<file path="src/rtl/core_mc_seq.sv">
// Multi-cycle FETCH/EXEC/MEM sequencer for the RV32 core. It owns PC and IR and talks
// req/ready to both memories; decode, ALU and register file consume pc/ir/commit outside.
`timescale 1ns/1ps
module core_mc_seq #(
  parameter int              XLEN     = 32,
  parameter logic [XLEN-1:0] RESET_PC = '0,
  parameter int              TIMEOUT  = 0,
  parameter int              CNT_W    = 32
) (
  input  logic             clk,
  input  logic             rstn,
  input  logic             start,
  input  logic             stop,
  output logic             imem_req,
  output logic [XLEN-1:0]  imem_addr,
  input  logic             imem_ready,
  input  logic [31:0]      imem_rdata,
  input  logic             mem_op,
  input  logic [XLEN-1:0]  nextpc,
  output logic             dmem_req,
  input  logic             dmem_ready,
  output logic [XLEN-1:0]  pc,
  output logic [31:0]      ir,
  output logic             commit,
  output logic             active,
  output logic             error,
  output logic [CNT_W-1:0] retire_cnt
);

  localparam logic [2:0] S_IDLE  = 3'd0;
  localparam logic [2:0] S_FETCH = 3'd1;
  localparam logic [2:0] S_EXEC  = 3'd2;
  localparam logic [2:0] S_MEM   = 3'd3;
  localparam logic [2:0] S_ERR   = 3'd4;

  localparam logic [31:0] NOP = 32'h0000_0013;

  // One spare bit so the counter can always represent TIMEOUT itself.
  localparam int              WAIT_W = $clog2(TIMEOUT + 1) + 1;
  localparam logic [WAIT_W-1:0] TO_V  = WAIT_W'(TIMEOUT);
  localparam bit              TO_EN  = (TIMEOUT > 0);

  logic [2:0]       state_q, state_d;
  logic [XLEN-1:0]  pc_q, pc_d;
  logic [31:0]      ir_q, ir_d;
  logic [CNT_W-1:0] cnt_q, cnt_d;
  logic             err_q, err_d;
  logic [WAIT_W-1:0] wait_q, wait_d;

  logic             commit_c;
  logic             misalign;
  logic             timed_out;
  logic [WAIT_W-1:0] wait_inc;

  assign misalign  = |nextpc[1:0];
  assign timed_out = TO_EN && (wait_q == TO_V);
  // Saturate so a disabled timeout never wraps back into a spurious match.
  assign wait_inc  = (&wait_q) ? wait_q : wait_q + 1'b1;

  assign commit_c = ((state_q == S_EXEC) && !mem_op) ||
                    ((state_q == S_MEM)  && dmem_ready);

  always_comb begin
    state_d = state_q;
    pc_d    = pc_q;
    ir_d    = ir_q;
    cnt_d   = cnt_q;
    err_d   = err_q;
    wait_d  = wait_q;

    case (state_q)
      S_IDLE: begin
        if (start) begin
          state_d = S_FETCH;
          wait_d  = '0;
        end
      end
      S_FETCH: begin
        if (imem_ready) begin
          ir_d    = imem_rdata;
          state_d = S_EXEC;
        end else if (timed_out) begin
          err_d   = 1'b1;
          state_d = S_ERR;
        end else begin
          wait_d  = wait_inc;
        end
      end
      S_EXEC: begin
        if (mem_op) begin
          state_d = S_MEM;
          wait_d  = '0;
        end
      end
      S_MEM: begin
        if (!dmem_ready) begin
          if (timed_out) begin
            err_d   = 1'b1;
            state_d = S_ERR;
          end else begin
            wait_d  = wait_inc;
          end
        end
      end
      S_ERR: begin
        state_d = S_ERR;
      end
      default: begin
        err_d   = 1'b1;
        state_d = S_ERR;
      end
    endcase

    // A misaligned target still retires; the fault is raised afterwards.
    if (commit_c) begin
      pc_d   = nextpc;
      cnt_d  = cnt_q + 1'b1;
      wait_d = '0;
      if (misalign) begin
        err_d   = 1'b1;
        state_d = S_ERR;
      end else begin
        state_d = stop ? S_IDLE : S_FETCH;
      end
    end
  end

  always_ff @(posedge clk or negedge rstn) begin
    if (!rstn) begin
      state_q <= S_IDLE;
      pc_q    <= RESET_PC;
      ir_q    <= NOP;
      cnt_q   <= '0;
      err_q   <= 1'b0;
      wait_q  <= '0;
    end else begin
      state_q <= state_d;
      pc_q    <= pc_d;
      ir_q    <= ir_d;
      cnt_q   <= cnt_d;
      err_q   <= err_d;
      wait_q  <= wait_d;
    end
  end

  assign imem_req   = (state_q == S_FETCH);
  assign imem_addr  = pc_q;
  assign dmem_req   = (state_q == S_MEM);
  assign active     = (state_q == S_FETCH) || (state_q == S_EXEC) || (state_q == S_MEM);
  assign commit     = commit_c;
  assign pc         = pc_q;
  assign ir         = ir_q;
  assign error      = err_q;
  assign retire_cnt = cnt_q;

endmodule

</file>
<file path="config.mk">
export PLATFORM = sky130hd
export DESIGN_NAME = core_mc_seq
export DESIGN_NICKNAME = d
export VERILOG_FILES = /design/src/rtl/core_mc_seq.sv
export SDC_FILE = /design/constraint.sdc
export NUM_CORES = 1
export LEC_CHECK = 0
export CAP_MARGIN = 5
export CORE_MARGIN = 2
export CORE_UTILIZATION = 25
export DETAILED_ROUTE_END_ITERATION = 6
export GPL_TIMING_DRIVEN = 0
export PLACE_DENSITY = 0.61
export RECOVER_POWER = 25
export SLEW_MARGIN = 0
export SYNTH_ARGS = -nofsm -noshare
export SYNTH_HDL_FRONTEND = slang
export SYNTH_SLANG_ARGS = --single-unit
</file>
<file path="constraint.sdc">
create_clock -name clk -period 2 [get_ports clk]
set_input_delay 0.2 -clock clk [delete_from_list [all_inputs] [get_ports clk]]
set_output_delay 0.2 -clock clk [all_outputs]
set_load 0.05 [all_outputs]
</file>
# Word-level counts from Yosys, hierarchy flattened
# Cells that the tools add are included.
# W data, S select, Z words.
# word_totals
reg_bits	100
out_inout_bits	133
# classes
n_addsub	1
eq_ne	8
muxes	10
reduce_logical	11
# ops
cell	count
$add A32 B1 Y32 const B	1
$mux W3	5
$pmux W3 S4	1
$eq A3 B2 Y1 const B	2
$ne A3 B3 Y1 const B	2
$reduce_or A5 Y1	1
$mux W1	4
$reduce_and A4 Y1	1
$eq A3 B1 Y1 const B	1
$eq A3 B3 Y1 const B	1
$logic_not A3 Y1	1
$logic_or A1 B1 Y1	3
$ne A3 B1 Y1 const B	1
$logic_and A1 B1 Y1	2
$ne A2 B1 Y1 const B	1
$reduce_and A2 Y1	1
$reduce_or A2 Y1	1
$logic_not A1 Y1	1

# Logic depth before layout (Yosys ltp)
# logic_depth
ltp_word	5
depth_mapped	7
mapped_depth_nobuf	6

# Worst setup path after synthesis
# Ideal clock, no wire load.
# synth_timing
kind	register to register
start	register state_q[1]
end	register ir_q[10], in the netlist ir[10]
setup_ps	125
t_arrival_ps	2516
slack_ps	-641
path_stages_with_launch	6
path_buffers	2
synth_period_minus_slack_ps	2641
path_cell_list	dfrtp_1 > nor3b_1 > and2_1 > clkbuf_2 > buf_4 > mux2_2
# synth_between
elab_chain_len	2
# synth_lines
element	line	rtl
start, declared	43	logic [2:0] state_q, state_d;
start signal, assigned	137	state_q <= state_d;
$eq A3 B1 Y1	-	
net imem_req	14	output logic imem_req,
$reduce_and A2 Y1 (no source line)	-	
end signal, assigned	139	ir_q <= ir_d;
end, declared	45	logic [31:0] ir_q, ir_d;
# The timed path passes the listed nets, and every way through them passes these cells.
# A chain may end at the register's enable or synchronous reset.

# Worst setup path in the final report
# layout_timing
start	register ir_q[0], in the netlist ir[0]
end	output ir[0]
# layout_rtl
element	line	rtl
end, declared	23	output logic [31:0] ir,
# No word-level cell between the ends.

==> impl_metrics.ini <==
[logic_synthesis]
syn-num-nets = 397
synth_flop_cell = dfrtp_1
synth_area_leaders = dfrtp_1 (56%), mux2_2 (17%), buf_4 (6.4%)
synth_area_mm2 = 0.00437
yosys_warnings = 0
syn-mean-instance-area_um2 = 13.4
synth_area_leader_cell = dfrtp_1
synth_edf_count = 0
async_flop_share = 1.00
syn_inst = 325
synth-seq-area-share = 0.574
ys_ff_latch = 100
yosysUniqueCellTypes = 33
synth_top_area_share = 0.556

[grt]
track_usage = 0.124
grt_pass1_wl_mm = 17.6
grt_pass1_vias = 3295
grt-ovfl-total = 0
grt_antenna_before_repair = 0
grt_max_degree = 54

[critical_path]
path_class = reg2out
r2r-start = state_q[0]
slowest_delay_ns = 0.82
cp_max_fo = 2
timing.rr.end = imem_addr[21]
critical-path-top-delay-family = buffers and inverters
ff2ff_path_depth = 6
end_kind = primary output
critPathBufInv = 1
critPathArrivalTime_ns = 1.70
r2r_slack_ns = 0.11
cp.required_ns = 1.80
cp_cell_sequence = clkdlybuf4s50_1
slowest_stage = clkdlybuf4s50_1
startpoint_type = flop

[outcome]
status = finished, final reports clean

[pwr]
peakVddDrop_mv = 0.929
p_total_mw = 12.5
p_leak_nw = 3.05
power_density_mw_per_mm2 = 1770

[sta]
slew_viol_final = 0
fin_hold_ws_ns = 0.459
worst_pin_slew_ns = 1.23
period_minus_slack_ns = 1.90
fin_crit_sh = 0.952
clock.fmax_mhz = 525
rsz0062_at_grt = true
skew_ns = 0.00944
hold_violations = 0
setup_tns_ns = 0
setup_violations = 0
slew_headroom = 0.177

[min_path]
min_to = ir[26]
worstHoldStart = imem_rdata[26]
hold_path_class = in2reg
hold_path_depth = 2

[route]
drt_wl_total_mm = 11.2
num_vias = 3207
viasPerCell = 4.16
drt_iter0_markers = 128
drc = 0
wl_per_cell_um = 14.6
ant_nets = 0
dr.pass1.iters = 4

[floorplanning]
die-width_um = 136
num_rows = 48
io-pin-count = 204
die_h_um = 136
coreArea_mm2 = 0.0172
die_area_mm2 = 0.0185
start_util = 0.254

[placed_design]
gp_congestion = 0.726
hpwl_mm = 8.59
portBuffers = 203

[job]
max_cap_violations = 0

[cts]
root_buffer = clkbuf_16
clk_pin_slew_ns = 0.07
cts_tree = built
clk_path_buf_depth = 2
cts.sinks = 100
cts_setup_buffers = 0
h-tree-depth = 3
worstSkewPairLatency_ns = 0.35
cts_buffers = 9

[layout]
antenna_cells = 0
area_growth_syn_to_layout_pct = 61.7
final_nets = 613
drive_gt1_frac = 0.258
final_common_cell = clkdlybuf4s50_1
final_cell_mix = clkdlybuf4s50_1 (198), dfrtp_1 (97), mux2_2 (65), buf_4 (38), nand2_1 (21)
utilization = 0.411
through the flow:
step	setup WS (ns)	area, um^2	instances
global placement	-3.13	6690	753
detailed placement	-0.387	6720	754
CTS	0.00553	7050	771
global route	-0.0171	7060	771
floorplan	0.0595	4380	325
finish	0.0965	7060	771
cells in the mapped netlist, types with 4 or more instances:
| library cell | count |
|---|---|
| nand2_1 | 21 |
| buf_4 | 37 |
| nand3_1 | 7 |
| dfrtp_1 | 97 |
| xor2_1 | 20 |
| inv_1 | 4 |
| nand4_1 | 4 |
| and2_1 | 4 |
| mux2_2 | 65 |
| nor3_2 | 4 |
| xnor2_1 | 11 |
| nor2_1 | 16 |
cell families (layout without fill, tap and decap cells):
group           after synthesis  count (layout)  synth area share
flops                       100             100             0.574
simple gates                 75              75             0.102
mux                          65              65             0.168
buf+inv                      45             266            0.0731
xor+xnor                     31              31            0.0622
compound gates                8               8            0.0178
fa+ha+maj                     1               1           0.00287
layer usage:
layer | track usage | vias up | wire length [um]
met5 | 0 | - | 0
met4 | 0.0613 | 0 | 266
met3 | 0.0302 | 14 | 859
met2 | 0.217 | 128 | 5750
met1 | 0.139 | 1569 | 4350
li1 | - | 1496 | -
where the power goes:
| group | total (mW) | internal [mW] | switching, mW |
|---|---|---|---|
| Sequential | 3.26 | 2.75 | 0.510 |
| Clock | 1.91 | 1.11 | 0.799 |
| Combinational | 7.35 | 2.77 | 4.58 |
worst max-delay path by stage:
| stage | slack [ns] | to | from | cells past startpoint |
|---|---|---|---|---|
| after global routing | -0.02 | retire_cnt[28] | state_q[2] | 5 |
| after detailed placement | -0.39 | commit | dmem_ready | 5 |
| final | 0.1 | ir[0] | ir[0] | 1 |
| after global placement | -3.13 | imem_addr[3] | rstn | 1 |
| after CTS | 0.006 | commit | state_q[2] | 4 |
| after floorplan | 0.06 | retire_cnt[20] | retire_cnt[2] | 5 |
final cells by class:
class	count	area (um^2)
Clock buffer	10	229
Sequential cell	100	2510
Timing Repair Buffer	205	2060
Multi-Input combinational cell	180	1560
Buffer	41	310
Clock inverter	6	95.1
Inverter	4	15.0
Tap cell	225	282
Fill cell	1624	10100
repair_timing:
item                                    4_1_cts  5_1_grt
endpoints found under the hold margin        44        0
pin swaps                                     0        0
endpoints found under the setup margin        4       12
hold buffers                                  1        0
gates resized for setup                      10        3
flip-flops by register name, summed over array words and instances, names as in the netlist:
| name | flops |
|---|---|
| error | 1 |
| retire_cnt | 32 |
| ir | 32 |
| imem_addr | 32 |
| state_q | 3 |
(Power assumes the default switching activity.)
